### src/rtl/nios2_oci_pkg.sv
// Shared constants and types for the Nios II OCI data-compressed-trace path.
package nios2_oci_pkg;

   localparam int DCT_ATOM_W = 2;
   localparam int DCT_SLOTS  = 15;
   localparam int DCT_BUF_W  = DCT_ATOM_W * DCT_SLOTS;
   localparam int DCT_CNT_W  = 4;

   typedef enum logic [1:0] {
      RUN    = 2'd0,
      ENDING = 2'd1,
      ENDED  = 2'd2
   } dct_state_t;

   localparam logic [1:0] ATOM_CODE_0 = 2'd0;
   localparam logic [1:0] ATOM_CODE_1 = 2'd1;
   localparam logic [1:0] ATOM_CODE_2 = 2'd2;
   localparam logic [1:0] ATOM_CODE_3 = 2'd3;

endpackage

### src/rtl/nios2_oci_dct_out_slot.sv
// Single-entry valid/ready output register; a load takes priority and may
// overlap the handshake that empties the previous word.
module nios2_oci_dct_out_slot #(
   parameter int DATA_W = 30,
   parameter int CNT_W  = 4
) (
   input  logic              clk,
   input  logic              reset_n,
   input  logic              load,
   input  logic [DATA_W-1:0] load_data,
   input  logic [CNT_W-1:0]  load_count,
   input  logic              out_ready,
   output logic              out_valid,
   output logic [DATA_W-1:0] out_data,
   output logic [CNT_W-1:0]  out_count,
   output logic              free
);

   assign free = !out_valid || out_ready;

   always_ff @(posedge clk or negedge reset_n) begin
      if (!reset_n) begin
         out_valid <= 1'b0;
         out_data  <= '0;
         out_count <= '0;
      end else if (load) begin
         out_valid <= 1'b1;
         out_data  <= load_data;
         out_count <= load_count;
      end else if (out_ready) begin
         out_valid <= 1'b0;
      end
   end

endmodule

### src/rtl/nios2_oci_dct_packer.sv
// Packs 2-bit trace atoms into 15-slot words for the trace FIFO and
// sequences the end-of-test flush (RUN -> ENDING -> ENDED).
module nios2_oci_dct_packer
   import nios2_oci_pkg::*;
#(
   parameter int ATOM_W = DCT_ATOM_W,
   parameter int SLOTS  = DCT_SLOTS
) (
   input  logic                     clk,
   input  logic                     reset_n,
   input  logic                     atm_valid,
   input  logic [ATOM_W-1:0]        atm_code,
   input  logic                     flush_req,
   input  logic                     out_ready,
   output logic                     out_valid,
   output logic [ATOM_W*SLOTS-1:0]  out_data,
   output logic [DCT_CNT_W-1:0]     out_count,
   output logic [ATOM_W*SLOTS-1:0]  dct_buffer,
   output logic [DCT_CNT_W-1:0]     dct_count,
   output logic                     test_ending,
   output logic                     test_has_ended,
   output logic                     overflow
);

   localparam int BUF_W = ATOM_W * SLOTS;
   localparam logic [DCT_CNT_W-1:0] FULL_CNT = DCT_CNT_W'(SLOTS);
   localparam logic [DCT_CNT_W-1:0] LAST_CNT = DCT_CNT_W'(SLOTS - 1);

   dct_state_t                state, state_nx;
   logic [BUF_W-1:0]          buf_q, buf_nx;
   logic [DCT_CNT_W-1:0]      cnt_q, cnt_nx;
   logic                      ovf_q, ovf_nx;
   logic                      load;
   logic [BUF_W-1:0]          load_data;
   logic [DCT_CNT_W-1:0]      load_count;
   logic                      slot_free;
   logic [BUF_W-1:0]          atom_word;

   assign atom_word = BUF_W'(atm_code) << (ATOM_W * cnt_q);

   always_comb begin
      state_nx   = state;
      buf_nx     = buf_q;
      cnt_nx     = cnt_q;
      ovf_nx     = ovf_q;
      load       = 1'b0;
      load_data  = buf_q;
      load_count = cnt_q;
      case (state)
         RUN: begin
            if (cnt_q == FULL_CNT) begin
               if (slot_free) begin
                  // Full word leaves; a same-cycle atom starts the next word.
                  load       = 1'b1;
                  load_count = FULL_CNT;
                  buf_nx     = atm_valid ? BUF_W'(atm_code) : '0;
                  cnt_nx     = atm_valid ? DCT_CNT_W'(1) : '0;
               end else if (atm_valid) begin
                  ovf_nx = 1'b1;
               end
            end else if (atm_valid) begin
               buf_nx = buf_q | atom_word;
               cnt_nx = cnt_q + DCT_CNT_W'(1);
               if (cnt_q == LAST_CNT && slot_free) begin
                  load       = 1'b1;
                  load_data  = buf_q | atom_word;
                  load_count = FULL_CNT;
                  buf_nx     = '0;
                  cnt_nx     = '0;
               end
            end
            if (flush_req) state_nx = ENDING;
         end
         ENDING: begin
            if (slot_free) begin
               if (cnt_q != '0) begin
                  load   = 1'b1;
                  buf_nx = '0;
                  cnt_nx = '0;
               end else begin
                  state_nx = ENDED;
               end
            end
         end
         ENDED: ;
         default: state_nx = RUN;
      endcase
   end

   always_ff @(posedge clk or negedge reset_n) begin
      if (!reset_n) begin
         state <= RUN;
         buf_q <= '0;
         cnt_q <= '0;
         ovf_q <= 1'b0;
      end else begin
         state <= state_nx;
         buf_q <= buf_nx;
         cnt_q <= cnt_nx;
         ovf_q <= ovf_nx;
      end
   end

   nios2_oci_dct_out_slot #(
      .DATA_W (BUF_W),
      .CNT_W  (DCT_CNT_W)
   ) u_out_slot (
      .clk        (clk),
      .reset_n    (reset_n),
      .load       (load),
      .load_data  (load_data),
      .load_count (load_count),
      .out_ready  (out_ready),
      .out_valid  (out_valid),
      .out_data   (out_data),
      .out_count  (out_count),
      .free       (slot_free)
   );

   assign dct_buffer     = buf_q;
   assign dct_count      = cnt_q;
   assign overflow       = ovf_q;
   assign test_ending    = (state == ENDING);
   assign test_has_ended = (state == ENDED);

endmodule

### config.mk
export PLATFORM = sky130hd
export DESIGN_NAME = nios2_oci_dct_packer
export DESIGN_NICKNAME = d
export VERILOG_FILES = /design/src/rtl/nios2_oci_pkg.sv /design/src/rtl/nios2_oci_dct_out_slot.sv /design/src/rtl/nios2_oci_dct_packer.sv
export SDC_FILE = /design/constraint.sdc
export NUM_CORES = 1
export LEC_CHECK = 0
export CORE_ASPECT_RATIO = 1.1
export CORE_UTILIZATION = 54
export DETAILED_ROUTE_END_ITERATION = 6
export GPL_ROUTABILITY_DRIVEN = 1
export PLACE_DENSITY = 0.95
export RECOVER_POWER = 50
export SETUP_SLACK_MARGIN = 0.15
export SLEW_MARGIN = 20
export SYNTH_ARGS = -nofsm -noshare
export SYNTH_HDL_FRONTEND = slang
export SYNTH_HIERARCHICAL = 1
export SYNTH_SLANG_ARGS = --single-unit
### constraint.sdc
create_clock -name clk -period 5.9 [get_ports clk]
set_clock_uncertainty 0.1 [all_clocks]
set_input_delay 1.77 -clock clk [delete_from_list [all_inputs] [get_ports clk]]
set_output_delay 1.77 -clock clk [all_outputs]
set_load 0.05 [all_outputs]
==> results.json <==
{
  "synth-xor-area-share": 0,
  "grt_max_degree": 73,
  "cts_hold_buf": 0,
  "grt_pass1_wl_um": 12800,
  "cts.clk_slew.worst_paths_ns": 0.08,
  "wl_um": 7910,
  "cts-root-buf": "clkbuf_8",
  "grt_use_total": 0.254,
  "fillers": 430,
  "cp.required_ns": 6.04,
  "placementRows": 30,
  "core_area_um2": 6160,
  "dieArea_um2": 6710,
  "clock_path_buffers": 2,
  "clock_latency_ns": 0.36,
  "hold_class": "reg -> reg",
  "avgSynthCellArea_um2": 11.8,
  "detail_route.iter0.violations": 323,
  "syn-num-nets": 302,
  "r2r_cells": 7,
  "crit_end": "u_out_slot/out_data[27]",
  "diodes": 0,
  "drv_slew": 0,
  "synth_top_family_by_area": "multiplexers",
  "grt_setup_unrepaired": "false",
  "finalInstanceArea_um2": 4360,
  "synth_edf_count": 0,
  "most-common-layout-cells": "dfrtp_1, clkdlybuf4s50_1, dlygate4sd3_1",
  "gp_congestion": 0.914,
  "ys.flop_type": "dfrtp_1",
  "dp.cells": 404,
  "via_count": 2513,
  "grt_pass1_vias": 2391,
  "area_growth_pct": 26.4,
  "synthCells": 292,
  "final_cells": 420,
  "crit_arrival_ns": 4.19,
  "worst_pin_slew_ns": 0.878,
  "grt_overflow_total": 0,
  "viasPerCell": 5.98,
  "setup_viol": 0,
  "mostFrequentLayoutCell": "dfrtp_1",
  "start_util": 0.560,
  "cp-start-kind": "input pin",
  "port_buffers": 78,
  "finalPower_mw": 2.81,
  "clock-sinks": 72,
  "yosysWarningCount": 6,
  "ys_ff_latch": 72,
  "ys_async_sr_fraction": 1.00,
  "h-tree-depth": 3,
  "r2r-start": "dct_count[0]",
  "worst-r2r-setup-slack_ns": 2.85,
  "hold_viol_final": 0,
  "slowest_delay_ns": 0.61,
  "drc": 0,
  "synth_cell_types": 38,
  "powerDensity_nw_per_um2": 644,
  "ant_nets": 0,
  "cts_tree": "built",
  "min_period_over_period": 0.686,
  "yosys.area_share.simple": 0.0886,
  "fin_tns_setup_ns": 0,
  "io_pins": 79,
  "path_delay_family": "buffers and inverters",
  "avgRoutedWirePerCell_um": 18.8,
  "p_leak_nw": 2.14,
  "period_needed_ns": 4.05,
  "cp_max_fo": 47,
  "status": "completed",
  "critPathCaptureType": "register",
  "maxCapViolations": 0,
  "netlist_area_um2": 3450,
  "postCtsSetupRepairBufs": 0,
  "r2r_end": "u_out_slot/out_data[27]",
  "path_depth": 6,
  "die_height_um": 85.8,
  "vdd_drop_max_v": 0.000361,
  "die_w_um": 78.2,
  "cts_buffers": 9,
  "drive_gt1_frac": 0.176,
  "synth_fa_ha_area_frac": 0.0109,
  "hpwl_um": 5080,
  "cts_resized": 0,
  "drt-pass1-iter-count": 5,
  "critPathLaunch": "atm_valid",
  "slew_headroom": 0.415,
  "critPathSlowestCell": "clkdlybuf4s50_1",
  "fin_nets": 345,
  "antenna_found_initial": 0,
  "synth-compound-area-share": 0.145,
  "synth-seq-area-share": 0.523,
  "cp_cell_sequence": "clkdlybuf4s50_1 > a21oi_1 > or3_1 > a21oi_4 > buf_12 > mux2_2",
  "crit_type": "in -> reg",
  "worst-path-buf-inv": 2,
  "dpl-instance-area_um2": 4100,
  "min_path_cells": 1,
  "clock.fmax_mhz": 247,
  "synth.area.mux_share": 0.146
}
## where the power goes
| group | total [mW] | leakage, nW | switching (mW) | internal [mW] |
|---|---|---|---|---|
| clock | 0.491 | 0.123 | 0.196 | 0.294 |
| combinational | 1.53 | 1.04 | 1.01 | 0.529 |
| sequential | 0.782 | 0.981 | 0.140 | 0.641 |
| total | 2.81 | 2.14 | 1.34 | 1.46 |
## layout make-up
| cell class | instances | area (um2) | area share |
|---|---|---|---|
| clock inverter | 6 | 115 | 0.0264 |
| tap | 80 | 100 | 0.0230 |
| clock buffer | 10 | 138 | 0.0316 |
| inverter | 5 | 18.8 | 0.00431 |
| multi-input combinational | 165 | 1360 | 0.313 |
| timing repair buffer | 82 | 821 | 0.188 |
| sequential | 72 | 1800 | 0.414 |
## metrics by stage
stage               utilization  hold slack (ns)  setup WS, ns
finish                    0.708            0.374          1.85
floorplan                     -            0.325          2.58
CTS                       0.708            0.372          1.86
global route              0.708            0.392          1.75
detailed placement        0.666            0.363          1.48
global placement          0.666            0.341          1.58
## worst min-delay path by stage
stage / startpoint / endpoint / slack (ns)
2_1_floorplan: state[1] / state[0] / 0.32
3_3_place_gp: overflow / overflow / 0.34
3_5_place_dp: state[1] / state[0] / 0.36
4_1_cts: state[1] / state[0] / 0.37
5_1_grt: state[1] / state[0] / 0.39
6_report: overflow / overflow / 0.37
## kinds of logic (layout without fill, tap and decap cells)
family / count (synthesis) / count (layout)
compound gates: 65 / 65
simple gates: 62 / 62
buf+inv: 55 / 103
mux: 35 / 35
flops: 72 / 72
fa+ha+maj: 3 / 3
## sequential cells by signal, indices dropped and copies added, names as in the netlist
name / count
u_out_slot/out_count: 4
u_out_slot/out_valid: 1
state: 2
overflow: 1
u_out_slot/out_data: 30
dct_count: 4
dct_buffer: 30
## cell usage after synthesis (2+ instances only)
cell,count,area (um2)
nand2_1,5,18.8
o21ai_0,7,35.0
a31oi_1,6,37.5
clkbuf_1,32,120
buf_6,4,45.0
nand2b_1,2,12.5
a41oi_1,28,245
nor3b_1,2,15.0
a311o_1,2,20.0
dfrtp_1,72,1800
a22o_1,2,17.5
nor4_1,3,18.8
mux2_4,29,435
inv_1,5,18.8
mux2_2,5,56.3
a21oi_1,7,35.0
a21o_1,8,60.1
a41o_1,2,20.0
buf_12,3,60.1
buf_2,9,45.0
and3_1,9,56.3
nor2_1,32,120
ha_1,3,37.5
## metal layers
metal | global-route usage | vias to the layer above | routed length [um]
met2 | 0.391 | 115 | 3910
li1 | - | 1124 | -
met3 | 0.0702 | 18 | 542
met1 | 0.345 | 1256 | 3310
met4 | 0.0960 | 0 | 148
met5 | 0 | - | 0
Note: power is estimated with default switching activity, not from simulation.
==> variant, RTL diff (same settings) <==
Register the output `out_count`, cleared by the reset; this adds one clock of latency there. The other outputs are not delayed to match.
--- a/src/rtl/nios2_oci_dct_packer.sv
+++ b/src/rtl/nios2_oci_dct_packer.sv
@@ -25,6 +25,8 @@
    localparam int BUF_W = ATOM_W * SLOTS;
    localparam logic [DCT_CNT_W-1:0] FULL_CNT = DCT_CNT_W'(SLOTS);
    localparam logic [DCT_CNT_W-1:0] LAST_CNT = DCT_CNT_W'(SLOTS - 1);
+
+   logic [DCT_CNT_W-1:0] out_count_d;
 
    dct_state_t                state, state_nx;
    logic [BUF_W-1:0]          buf_q, buf_nx;
@@ -113,7 +115,7 @@
       .out_ready  (out_ready),
       .out_valid  (out_valid),
       .out_data   (out_data),
-      .out_count  (out_count),
+      .out_count  (out_count_d),
       .free       (slot_free)
    );
 
@@ -123,5 +125,13 @@
    assign test_ending    = (state == ENDING);
    assign test_has_ended = (state == ENDED);
 
+   always_ff @(posedge clk or negedge reset_n) begin
+      if (!reset_n) begin
+         out_count <= '0;
+      end else begin
+         out_count <= out_count_d;
+      end
+   end
+
 endmodule
 
Function: changed (a bounded check fails within 4 cycles, from zero or initial values and one cycle with reset_n low).
==> variant against the unedited design <==
- the flow now finishes with violations (max-capacitance violations, max-slew violations)
- final area grew 0.95%
- synthesized area up 2.2%
- setup slack got worse by 49 ps
- wire length up 9.6%
- sequential cell count grew 4
- sequential share of layout area rose by 1.9 points
- power shrank 11%
- non-clock buffer count down 3
- via count increased by 3.8%
- critical path type is now reg -> out
- critical endpoint is now test_ending
- largest power group unchanged
==> variant: results (changes against the unedited design) <==
| Metric | Value |
|---|---|
| Layout cells sized above 1 | 16.29% (was 17.65%) |
| Placed Instance Area | 4169 sq um (was 4103 sq um) |
| Count of pins over their slew limit | 77 (was 0) |
| Die area | 6852 sq um (was 6707 sq um) |
| Slew @ Worst Pin | 1845 ps (was 877.6 ps) |
| Met3 usage | 5.684% (was 7.021%) |
| Filler instances | 440 (was 430) |
| Met1 Usage GRT | 34.66% (was 34.54%) |
| Area contributors post-synth | dfrtp_1, mux2_4, a31oi_1 (was dfrtp_1, mux2_4, a41oi_1) |
| Met3 wire length | 511 um (was 542 um) |
| Worst slack at placement | 1586 ps (was 1478 ps) |
| Setup crit start | state[0]$_DFFE_PN0P_ (was atm_valid) |
| Crit-path max FO | 13 (was 47) |
| Synth warnings | 6 (unchanged) |
| Vias in the first global route | 2548 (was 2391) |
| Reg2Reg Depth | 5 (was 7) |
| Drt wl/cell | 19.89 um (was 18.84 um) |
| Iteration count of the initial detailed-routing pass | 7 (was 5) |
| Drt total wl | 8671 um (was 7911 um) |
| Nets | 361 (was 345) |
| Max Freq | 244.2 MHz (was 247.1 MHz) |
| Met2 Routed Length | 4337 um (was 3911 um) |
| Arrival @ worst endpoint | 2230 ps (was 4190 ps) |
| Status | finished, violations left (was finished clean) |
| Leakage Power | 2.102 nW (was 2.143 nW) |
| Top cells by count, synth | dfrtp_1, clkbuf_1, nor2_1, mux2_4, a31oi_1 (was dfrtp_1, clkbuf_1, nor2_1, mux2_4, a41oi_1) |
| Dpl hpwl | 5564 um (was 5079 um) |
| First-pass GRT wire length | 13640 um (was 12790 um) |
| Worst reg-to-reg setup slack | 2910 ps (was 2850 ps) |
| Clock transition at path regs | 80 ps (about the same) |
| MaxCap Viol Count | 1 (was 0) |
| Reg2reg end | u_out_slot/out_data[26]$_DFFE_PN0P_ (was u_out_slot/out_data[27]$_DFFE_PN0P_) |
| Avg Cell Area, Syn | 11.44 sq um (was 11.80 sq um) |
| Met2 usage | 42.71% (was 39.07%) |
| Synth cell types | 42 (was 38) |
| Syn nets | 318 (was 302) |
| Wire length on met1 | 3553 um (was 3309 um) |
| Failing checks | max-capacitance violations, max-slew violations |
| Routability congestion estimate | 0.8993 (was 0.9139) |
| CTS root buf | clkbuf_8 (unchanged) |
| Largest net degree at the start of global routing | 77 (was 73) |
| Sequential fraction of the synthesis area | 53.98% (was 52.27%) |
| Worst setup path end | test_ending (was u_out_slot/out_data[27]$_DFFE_PN0P_) |
| GRT Util Overall | 26.80% (was 25.42%) |
| DR iter-0 viols | 294 (was 323) |
| Drt via density | 5.982 (was 5.983) |
| Placed insts | 420 (was 404) |
[variant: changes by cell type after synthesis, moves of 7 or more]
cell	change
a31oi_1	+22
a41oi_1	-27
buf_2	-8
clkbuf_1	+7
[variant: worst max-delay path, cell delays in order (launching register included)]
cell	delay, ps
dfrtp_1	560
nor2b_1	430
clkdlybuf4s50_1	890
[variant: kinds of logic after synthesis]
logic type      synth area share, %
fa+ha+maj                     1.065
mux                           15.23
compound gates                10.90
buf+inv                       8.061
flops                         53.98
simple gates                  10.76
[variant: layout make-up]
class	instances	area (sq um)	area share [%]
repair buffers	79	783.3	17.81
well taps	80	100.1	2.277
flip-flops and latches	76	1902	43.26
clock buffers	11	141.4	3.216
multi-input cells	177	1356	30.85
inverters	8	30.03	0.6830
clock inverters	5	83.83	1.907
[variant: worst min-delay path by stage]
stage	from	endpoint	slack, ps	cells after the start
floorplan	u_out_slot/out_count[3]$_DFFE_PN0P_	out_count[3]$_DFF_PN0_	250	0
global placement	u_out_slot/out_count[3]$_DFFE_PN0P_	out_count[3]$_DFF_PN0_	260	0
detailed placement	u_out_slot/out_count[3]$_DFFE_PN0P_	out_count[3]$_DFF_PN0_	260	0
CTS	u_out_slot/out_count[3]$_DFFE_PN0P_	out_count[3]$_DFF_PN0_	280	0
global route	u_out_slot/out_count[3]$_DFFE_PN0P_	out_count[3]$_DFF_PN0_	290	0
finish	u_out_slot/out_count[3]$_DFFE_PN0P_	out_count[3]$_DFF_PN0_	280	0
[variant: report_power, final]
part,total [mW],switching [mW],internal [mW],leakage (nW)
combinational,1.26,0.823,0.435,0.961
clock,0.448,0.197,0.251,0.106
sequential,0.788,0.134,0.654,1.03
